$ cat src/rtl/muldiv_if.sv
// Handshake and HI/LO bundle between the EX stage and the mul/div sequencer.
interface muldiv_if #(
  parameter int WIDTH = 32
) ();
  logic             start;
  logic [1:0]       op;
  logic [WIDTH-1:0] busA;
  logic [WIDTH-1:0] busB;
  logic             hi_we;
  logic             lo_we;
  logic [WIDTH-1:0] wdata;
  logic             busy;
  logic             done;
  logic             div_zero;
  logic [WIDTH-1:0] hi;
  logic [WIDTH-1:0] lo;

  modport master (
    output start, op, busA, busB,
    output hi_we, lo_we, wdata,
    input  busy, done, div_zero, hi, lo
  );

  modport slave (
    input  start, op, busA, busB,
    input  hi_we, lo_we, wdata,
    output busy, done, div_zero, hi, lo
  );
endinterface

$ cat src/rtl/muldiv_seq.sv
// Bit-serial MULT/MULTU/DIV/DIVU sequencer owning the HI/LO registers.
module muldiv_seq #(
  parameter int WIDTH = 32,
  parameter int CNT_W = 5
) (
  input logic   clk,
  input logic   rst,
  muldiv_if.slave bus
);
  typedef enum logic [1:0] {
    IDLE,
    CALC,
    FIXUP
  } state_e;

  state_e             state_q, state_d;
  logic               div_q, div_d;
  logic               sa_q, sa_d;
  logic               sb_q, sb_d;
  logic               dz_q, dz_d;
  logic [CNT_W-1:0]   cnt_q, cnt_d;
  logic [WIDTH-1:0]   acc_q, acc_d;
  logic [WIDTH-1:0]   mq_q, mq_d;
  logic [WIDTH-1:0]   md_q, md_d;
  logic [WIDTH-1:0]   hi_q, hi_d;
  logic [WIDTH-1:0]   lo_q, lo_d;
  logic               busy_q, busy_d;
  logic               done_q, done_d;
  logic               dzo_q, dzo_d;

  logic               st_div;
  logic               a_neg, b_neg;
  logic [WIDTH-1:0]   a_mag, b_mag;
  logic [WIDTH:0]     mul_sum;
  logic [WIDTH:0]     shl;
  logic [WIDTH:0]     trial;
  logic [2*WIDTH-1:0] prod;
  logic [2*WIDTH-1:0] prod_f;
  logic [WIDTH-1:0]   quo_f;
  logic [WIDTH-1:0]   rem_f;

  assign st_div = bus.op[1];
  assign a_neg  = bus.op[0] & bus.busA[WIDTH-1];
  assign b_neg  = bus.op[0] & bus.busB[WIDTH-1];
  assign a_mag  = a_neg ? -bus.busA : bus.busA;
  assign b_mag  = b_neg ? -bus.busB : bus.busB;

  assign mul_sum = {1'b0, acc_q}
                 + (mq_q[0] ? {1'b0, md_q} : '0);
  assign shl     = {acc_q, mq_q[WIDTH-1]};
  assign trial   = shl - {1'b0, md_q};

  // sa/sb already fold in signedness, so unsigned ops never negate
  assign prod   = {acc_q, mq_q};
  assign prod_f = (sa_q ^ sb_q) ? -prod : prod;
  assign quo_f  = (sa_q ^ sb_q) ? -mq_q : mq_q;
  assign rem_f  = sa_q ? -acc_q : acc_q;

  always_comb begin
    state_d = state_q;
    div_d   = div_q;
    sa_d    = sa_q;
    sb_d    = sb_q;
    dz_d    = dz_q;
    cnt_d   = cnt_q;
    acc_d   = acc_q;
    mq_d    = mq_q;
    md_d    = md_q;
    hi_d    = hi_q;
    lo_d    = lo_q;
    busy_d  = busy_q;
    done_d  = 1'b0;
    dzo_d   = 1'b0;
    case (state_q)
      IDLE: begin
        if (bus.start) begin
          div_d  = st_div;
          sa_d   = a_neg;
          sb_d   = b_neg;
          acc_d  = '0;
          cnt_d  = '0;
          busy_d = 1'b1;
          mq_d   = st_div ? a_mag : b_mag;
          md_d   = st_div ? b_mag : a_mag;
          dz_d   = st_div && (bus.busB == '0);
          state_d = (st_div && (bus.busB == '0))
                  ? FIXUP : CALC;
        end else begin
          if (bus.hi_we) hi_d = bus.wdata;
          if (bus.lo_we) lo_d = bus.wdata;
        end
      end
      CALC: begin
        cnt_d = cnt_q + 1'b1;
        if (div_q) begin
          mq_d = {mq_q[WIDTH-2:0], ~trial[WIDTH]};
          acc_d = trial[WIDTH] ? shl[WIDTH-1:0]
                               : trial[WIDTH-1:0];
        end else begin
          acc_d = mul_sum[WIDTH:1];
          mq_d  = {mul_sum[0], mq_q[WIDTH-1:1]};
        end
        if (cnt_q == CNT_W'(WIDTH-1))
          state_d = FIXUP;
      end
      FIXUP: begin
        if (dz_q) begin
          dzo_d = 1'b1;
        end else if (div_q) begin
          hi_d = rem_f;
          lo_d = quo_f;
        end else begin
          hi_d = prod_f[2*WIDTH-1:WIDTH];
          lo_d = prod_f[WIDTH-1:0];
        end
        dz_d    = 1'b0;
        done_d  = 1'b1;
        busy_d  = 1'b0;
        state_d = IDLE;
      end
      default: state_d = IDLE;
    endcase
  end

  always_ff @(posedge clk or posedge rst) begin
    if (rst) begin
      state_q <= IDLE;
      div_q   <= 1'b0;
      sa_q    <= 1'b0;
      sb_q    <= 1'b0;
      dz_q    <= 1'b0;
      cnt_q   <= '0;
      acc_q   <= '0;
      mq_q    <= '0;
      md_q    <= '0;
      hi_q    <= '0;
      lo_q    <= '0;
      busy_q  <= 1'b0;
      done_q  <= 1'b0;
      dzo_q   <= 1'b0;
    end else begin
      state_q <= state_d;
      div_q   <= div_d;
      sa_q    <= sa_d;
      sb_q    <= sb_d;
      dz_q    <= dz_d;
      cnt_q   <= cnt_d;
      acc_q   <= acc_d;
      mq_q    <= mq_d;
      md_q    <= md_d;
      hi_q    <= hi_d;
      lo_q    <= lo_d;
      busy_q  <= busy_d;
      done_q  <= done_d;
      dzo_q   <= dzo_d;
    end
  end

  assign bus.busy     = busy_q;
  assign bus.done     = done_q;
  assign bus.div_zero = dzo_q;
  assign bus.hi       = hi_q;
  assign bus.lo       = lo_q;
endmodule

$ cat src/flat_wrapper.sv
// flat-port wrapper written by rule: the top's interface ports become plain ports
module muldiv_seq_flat 
#(
  parameter int WIDTH = 32,
  parameter int CNT_W = 5
)
  (clk, rst, bus_start, bus_op, bus_busA, bus_busB, bus_hi_we, bus_lo_we, bus_wdata, bus_busy, bus_done, bus_div_zero, bus_hi, bus_lo);
  muldiv_if #(.WIDTH(WIDTH)) bus_i ();
  input logic clk;
  input logic rst;
  input wire logic [$bits(bus_i.start)-1:0] bus_start;
  input wire logic [$bits(bus_i.op)-1:0] bus_op;
  input wire logic [$bits(bus_i.busA)-1:0] bus_busA;
  input wire logic [$bits(bus_i.busB)-1:0] bus_busB;
  input wire logic [$bits(bus_i.hi_we)-1:0] bus_hi_we;
  input wire logic [$bits(bus_i.lo_we)-1:0] bus_lo_we;
  input wire logic [$bits(bus_i.wdata)-1:0] bus_wdata;
  output wire logic [$bits(bus_i.busy)-1:0] bus_busy;
  output wire logic [$bits(bus_i.done)-1:0] bus_done;
  output wire logic [$bits(bus_i.div_zero)-1:0] bus_div_zero;
  output wire logic [$bits(bus_i.hi)-1:0] bus_hi;
  output wire logic [$bits(bus_i.lo)-1:0] bus_lo;
  assign bus_i.start = bus_start;
  assign bus_i.op = bus_op;
  assign bus_i.busA = bus_busA;
  assign bus_i.busB = bus_busB;
  assign bus_i.hi_we = bus_hi_we;
  assign bus_i.lo_we = bus_lo_we;
  assign bus_i.wdata = bus_wdata;
  assign bus_busy = bus_i.busy;
  assign bus_done = bus_i.done;
  assign bus_div_zero = bus_i.div_zero;
  assign bus_hi = bus_i.hi;
  assign bus_lo = bus_i.lo;
  muldiv_seq #(.WIDTH(WIDTH), .CNT_W(CNT_W)) u_core (.clk(clk), .rst(rst), .bus(bus_i));
endmodule
$ cat config.mk
export PLATFORM = sky130hd
export DESIGN_NAME = muldiv_seq_flat
export DESIGN_NICKNAME = d
export VERILOG_FILES = /design/src/rtl/muldiv_if.sv /design/src/rtl/muldiv_seq.sv /design/src/flat_wrapper.sv
export SDC_FILE = /design/constraint.sdc
export NUM_CORES = 1
export LEC_CHECK = 0
export BUFFER_PORTS_ARGS = -buffer_cell sky130_fd_sc_hd__buf_2
export CORE_AREA = 2 2 156 158
export CTS_CLUSTER_SIZE = 8
export DETAILED_ROUTE_END_ITERATION = 10
export DIE_AREA = 0 0 158 160
export PLACE_DENSITY_LB_ADDON = 0.3
export SYNTH_ARGS = -nofsm -noshare
export SYNTH_HDL_FRONTEND = slang
export SYNTH_SLANG_ARGS = --single-unit
$ cat constraint.sdc
create_clock -name clk -period 12.5 [get_ports clk]
set_clock_uncertainty 0.2 [all_clocks]
set_input_delay 0.625 -clock clk [delete_from_list [all_inputs] [get_ports clk]]
set_output_delay 0.625 -clock clk [all_outputs]
set_load 0.03 [all_outputs]
==> metrics, run 1 <==
Worst EP required=12.65 ns; Die Footprint=0.0253 sq mm; # diodes=0; NumNets Final=2222; #FFs+latches synth=174; crit start category=flip-flop; slowest cell on the critical path=buf_4; final setup vio count=0; top-area cell type share of the netlist area=28.8%; Max Cap Violations=0; PwrDens=331 mW/mm^2; Int Pwr=2540 uW; status=completed; number of top-level pins=170; EDFF count, synth=0; htree depth=4; combinational fraction of design power=66.9%; CTS tree=yes; DP HPWL=36.8 mm; NetSw=2970 uW; Max rail drop VDD=0.264 mV; worst hold path type=input pin to async pin; ys flop type=dfrtp_1; Max Clk Rate=0.233 GHz; Lkg Pwr=0.00750 uW; setup ws final=8.22 ns; overall routed net length=49.3 mm; post-synthesis cell count=1969; vias in the first global route=13919; largest net degree at the start of global routing=101; Iteration-0 DRC Markers=1766; Period minus WS final=4.28 ns; fraction of layout cells with a size suffix above 1=12.7%; clock share of power=10.4%; worst slew pin tran=1.19 ns; CP bufs+invs=2; main area contributors after synthesis=dfrtp_1 (29%), o21ai_0 (6.8%), nor2_1 (6.0%); pre-CTS setup slack=8.30 ns; Die Wd=158 um; Seq pwr share=22.8%; CP cell instances=inv_1, ha_1, fa_1, nor2b_1, o31a_1, o21ai_1, a21o_1, a21oi_1, a21oi_1, xnor2_4, buf_4, mux2i_1, nor2_1, a221o_1; GRT Util Overall=38.7%; Netlist Area Pre-Place=0.0151 sq mm; Worst Setup SP=u_core.mq_q[31]; post_cts resized=0; total power=5520 uW; hold buffers post-CTS=0; Final Max Slew Viols=0; Worst-path clk slew=0.09 ns; initial antenna violation count=0; Synth async-reset ratio=100%; register area share after synthesis=28.8%; vias per inst=6.40; root buffer cell=clkbuf_16; sw frac=53.9%; Syn. warnings=0; Syn Area/Cell=7.69 sq um; gpl congestion=1.01; Core ar.=0.0238 sq mm; worst r2r src=u_core.mq_q[31]; Die Height=160 um; vias=15254; CTS Buf Count=17; FP Rows=57; Max-slew headroom=20.5%; Post-CTS Setup Bufs=0; ANT nets after route=0; WL per Instance=20.7 um; crit end category=flip-flop; Synth area leader=dfrtp_1; number of remaining DRC errors=0; area grow syn2layout=10.1%; Arr. time, crit path=4.43 ns; RSZ-0062 raised after global routing=no; first-pass GRT wire length=76.4 mm; final worst path period share=34.3%; Yosys cell types=81; Setup CP Type=flip-flop to flip-flop; 1st-pass router iterations=7; cell mode on critical path=a21oi_1; I/O Buffers=169; clk sinks=174; Clock Latency Late Sink=0.46 ns; CP top delay family=compound AO/OA/AOI/OAI gates; clock buffer depth=2; Initial Util=63.6%; total negative slack=0 ns; Hold Fails Final Rpt=0; syn_nets=2144; total global routing overflow=0; Max Fanout on Critical Path=42; Max stage delay on crit path=0.55 ns
-- cells in the mapped netlist (6+ instances only) --
library cell	instances
nand2_1	235
o21ai_0	207
ha_1	70
nand4_1	15
a21o_1	33
mux2i_1	66
and2_1	9
and3_1	16
o31ai_1	44
buf_2	10
xnor2_1	93
or3_1	11
o21ai_1	8
a21oi_1	160
o21a_1	13
a31oi_1	23
nor2b_1	20
o22a_1	6
nand2b_1	18
o211ai_1	11
mux2_2	6
clkbuf_1	100
nand3_1	19
o41ai_1	9
buf_1	12
a211oi_1	21
inv_1	62
nor3_1	36
nor2_1	241
dfrtp_1	174
nor4_1	14
or4_1	7
xor2_1	77
o221ai_1	10
a22oi_1	24
or2_2	8
-- worst reg2reg max path: stages (launching register included) --
cell and delay, ns:
dfrtp_1 0.53, inv_1 0.11, ha_1 0.22, fa_1 0.41, nor2b_1 0.17, o31a_1 0.23, o21ai_1 0.21, a21o_1 0.25
a21oi_1 0.32, a21oi_1 0.22, xnor2_4 0.16, buf_4 0.55, mux2i_1 0.26, nor2_1 0.05, a221o_1 0.29
-- power by group through the flow --
stage | Combinational (uW) | Clock, uW | Sequential, uW
3_5_place_dp | 3610 | 0 | 1240
3_3_place_gp | 3530 | 0 | 1230
2_1_floorplan | 2620 | 0 | 1260
6_report | 3690 | 572 | 1260
5_1_grt | 4030 | 598 | 1280
4_1_cts | 3630 | 574 | 1230
-- path summary, 6_finish.rpt --
| kind | depth (start not counted) | slack (ns) | endpoint |
|---|---|---|---|
| worst min-delay path | 2 | 0.17 | u_core.bus.lo[10] |
| max in group asynchronous | 3 | 10.27 | u_core.div_q |
| min in group clk | 3 | 0.23 | u_core.bus.hi[24] |
| worst max-delay path | 14 | 8.22 | u_core.acc_q[22] |
| worst min register to register | 2 | 0.28 | u_core.bus.hi[14] |
| worst max register to register | 14 | 8.22 | u_core.acc_q[22] |
-- sequential cells by signal (all words and copies together) (netlist names) --
name	cells
u_core.bus.busy	1
u_core.state_q	2
u_core.acc_q	32
u_core.sb_q	1
u_core.bus.lo	32
u_core.sa_q	1
u_core.bus.hi	32
u_core.cnt_q	5
u_core.bus.done	1
u_core.bus.div_zero	1
u_core.dz_q	1
u_core.div_q	1
u_core.md_q	32
u_core.mq_q	32
-- per-stage QoR --
step | std cells | utilization, % | hold WS, ns | instance area, sq um
after floorplan | 1969 | - | 0.249 | 15100
after global placement | 2352 | 67.3 | 0.254 | 16000
after detailed placement | 2352 | 67.3 | 0.260 | 16000
after CTS | 2384 | 70.0 | 0.214 | 16700
after global routing | 2384 | 70.0 | 0.237 | 16700
final | 2384 | 70.0 | 0.172 | 16700
-- layout by cell type (no fill, tap or decap), types with 11 or more instances in the layout --
| cell | netlist | layout |
|---|---|---|
| nand3_1 | 19 | 19 |
| mux2i_1 | 66 | 66 |
| nor3_1 | 36 | 36 |
| nor2_1 | 241 | 239 |
| o21ai_0 | 207 | 207 |
| a211oi_1 | 21 | 21 |
| clkbuf_16 | 0 | 17 |
| inv_1 | 62 | 61 |
| nand2_1 | 235 | 235 |
| o31ai_1 | 44 | 44 |
| buf_2 | 10 | 169 |
| a21oi_1 | 160 | 160 |
| xor2_1 | 77 | 77 |
| ha_1 | 70 | 70 |
| o211ai_1 | 11 | 11 |
| a31oi_1 | 23 | 23 |
| nor4_1 | 14 | 14 |
| dfrtp_1 | 174 | 173 |
| or3_1 | 11 | 11 |
| xnor2_1 | 93 | 93 |
| nor2b_1 | 20 | 20 |
| nand4_1 | 15 | 15 |
| nand2b_1 | 18 | 16 |
| and3_1 | 16 | 16 |
| a22oi_1 | 24 | 24 |
| buf_4 | 0 | 15 |
| o21a_1 | 13 | 13 |
| a21o_1 | 33 | 33 |
-- cells by family (layout without fill, tap and decap cells) --
family | after synthesis | count (layout) | share of synthesized area (%)
AND/OR/NAND/NOR | 671 | 671 | 20.3
AO/OA/AOI/OAI | 622 | 622 | 25.3
buffers and inverters | 187 | 278 | 4.83
flip-flops | 174 | 174 | 28.8
XOR/XNOR | 171 | 171 | 9.94
adder cells (fa/ha/maj) | 72 | 72 | 6.05
multiplexers | 72 | 72 | 4.81
-- layer usage --
| metal | vias to the layer above | routed length [um] | track usage, % |
|---|---|---|---|
| met4 | 0 | 2800 | 20.1 |
| met3 | 140 | 4460 | 6.73 |
| met5 | - | 0 | 0 |
| li1 | 7157 | - | - |
| met1 | 7181 | 20700 | 53.2 |
| met2 | 776 | 21300 | 58.2 |
-- cell type report --
class	instances	area (sq um)
multi-input combinational	1608	10100
fill	2030	7150
sequential	174	4360
timing repair buffer	184	958
clock buffer	17	425
tap	324	405
inverter	62	238
clock inverter	15	209
(Power assumes the default switching activity.)
==> run 2: changes to the inputs <==
Settings changed: CORE_AREA 2 2 156 158 to 2 2 169 171, DIE_AREA 0 0 158 160 to 0 0 171 173.
Clock period 12.5 ns to 3.8 ns, I/O delays scaled along.
==> metrics, run 2 (synthesis gave the netlist of run 1 again) <==
Final Max Slew Viols=0 (unchanged); worst slew pin tran=1.26 ns (+0.0666 ns); Period minus WS final=3.63 ns (-0.651 ns); htree depth=4 (unchanged); # diodes=0 (unchanged); 1st-pass router iterations=6 (-1); Iteration-0 DRC Markers=1557 (-12%); area grow syn2layout=16.8%; Hold Worst Slack=0.0125 ns (-0.160 ns); total power=19100 uW (+250%); commonest non-fill, non-tap cell in the layout=nor2_1; Die Wd=171 um (+8.2%); GRT Util Overall=35.2% (-3.5 points); Max-slew headroom=16.1% (-4.3 points); worst hold path type=input pin to flip-flop; multi-input logic area=0.0101 sq mm (+0.33%); fraction of layout cells with a size suffix above 1=15.4% (+2.7 points); number of top-level pins=170 (unchanged); Die Footprint=0.0296 sq mm (+17%); initial antenna violation count=1 (+1); first-pass GRT wire length=82.1 mm (+7.4%); crit end category=flip-flop; PwrDens=1080 mW/mm^2 (+230%); gpl congestion=0.969 (-3.9%); RSZ-0062 raised after global routing=no; CTS Buf Count=17 (unchanged); Lkg Pwr=0.00801 uW (+6.7%); WL per Instance=20.7 um (+0.15%); FP Rows=61 (+7.0%); I/O Buffers=169 (unchanged); Core ar.=0.0276 sq mm (+16%); sequential cell area=0.00436 sq mm (about the same); clk sinks=174 (unchanged); number of remaining DRC errors=0 (unchanged); largest net degree at the start of global routing=107 (+5.9%); ANT nets after route=0 (unchanged); Hold Fails Final Rpt=0 (unchanged); root buffer cell=clkbuf_16; crit start category=flip-flop; Fillers=2456 (+21%); Setup CP Type=flip-flop to flip-flop; status=completed; overall routed net length=52.6 mm (+6.7%); setup ws final=0.167 ns (-8.05 ns); CTS tree=yes; commonest non-fill, non-tap cells in the layout=nor2_1 (240), nand2_1 (235), o21ai_0 (206); dpl cell area=0.0166 sq mm (+3.8%); Arr. time, crit path=3.76 ns (-0.67 ns); Max Cap Violations=0 (unchanged); vias per inst=6.24 (-2.5%); Max rail drop VDD=0.666 mV (+150%); Max Clk Rate=0.275 GHz (+18%); vias=15844 (+3.9%); Die Height=173 um (+8.1%); Initial Util=54.8% (-8.8 points); fin area=0.0177 sq mm (+6.1%); pre-CTS setup slack=0.105 ns (-8.19 ns); Post-CTS Setup Bufs=0 (unchanged); Worst-path clk slew=0.09 ns (about the same); total negative slack=0 ns (unchanged); DP HPWL=40.4 mm (+9.6%); final setup vio count=0 (unchanged); clock buffer depth=2 (unchanged); vias in the first global route=15032 (+8.0%); Worst EP required=3.92 ns (-8.73 ns); Clock Latency Late Sink=0.45 ns (about the same); NumNets Final=2324 (+4.6%); total global routing overflow=0 (unchanged); Max Fanout on Critical Path=9 (-79%); final worst path period share=95.6% (+61 points)
[run 2: cell count changes in the layout (fill, tap and decap cells not counted), moves of 2 or more]
cell | previous run | this run
buf_4 | 15 | 76
dlygate4sd3_1 | 0 | 37
buf_12 | 0 | 4
a2111oi_0 | 2 | 0
a2111oi_2 | 0 | 2
inv_6 | 4 | 2
[run 2: path summary, 6_finish.rpt]
check | start | end | cells after the start | slack (ns)
max | u_core.mq_q[0] | u_core.acc_q[28] | 14 | 0.17
min | bus_busB[28] | u_core.md_q[28] | 4 | 0.01
min reg2reg | u_core.bus.hi[10] | u_core.bus.hi[10] | 2 | 0.28
max reg2reg | u_core.mq_q[0] | u_core.acc_q[28] | 14 | 0.17
min in group asynchronous | rst | u_core.bus.lo[10] | 4 | 0.20
max in group asynchronous | rst | u_core.acc_q[15] | 4 | 2.59
[run 2: metal layers]
layer	vias to the layer above	share of wire, %	GRT usage [%]	wire [um]
li1	7365	-	-	-
met1	7512	42	47.7	22300
met2	829	44	54.2	22900
met3	136	9.2	6.48	4860
met4	2	4.7	16.7	2470
met5	-	0.025	0	13
[run 2: power breakdown]
group	internal, uW	switching, uW
logic	5270	8160
clock network	925	1000
registers	2790	984
[run 2: cell type report]
class | count | share of cell area, %
clock buffers | 17 | 2.41
clock inverters | 15 | 1.22
inverters | 62 | 1.34
multi-input cells | 1608 | 57.2
flip-flops and latches | 174 | 24.6
well taps | 378 | 2.67
repair buffers | 286 | 10.6
[run 2: timing repair]
| action | in CTS | in global routing |
|---|---|---|
| resized for setup | 0 | 11 |
| hold endpoints to repair | 238 | 0 |
| hold buffers | 37 | 0 |
| endpoints found under the setup margin | 0 | 27 |
[run 2: critical path, stage by stage (launching register included)]
cell	delay, ns
dfrtp_1	0.39
inv_1	0.17
buf_4	0.22
nor2_1	0.06
ha_1	0.23
a211oi_1	0.26
nor2_1	0.12
o41a_1	0.42
o211ai_1	0.28
a21oi_1	0.15
o21ai_2	0.24
o21ai_0	0.17
o41ai_2	0.28
mux2i_1	0.22
o211ai_1	0.10
[run 2: metrics by stage]
step	utilization, %	std cells
floorplan	-	1969
global placement	60.2	2471
detailed placement	60.2	2471
CTS	63.9	2540
global route	64.0	2540
finish	64.0	2540
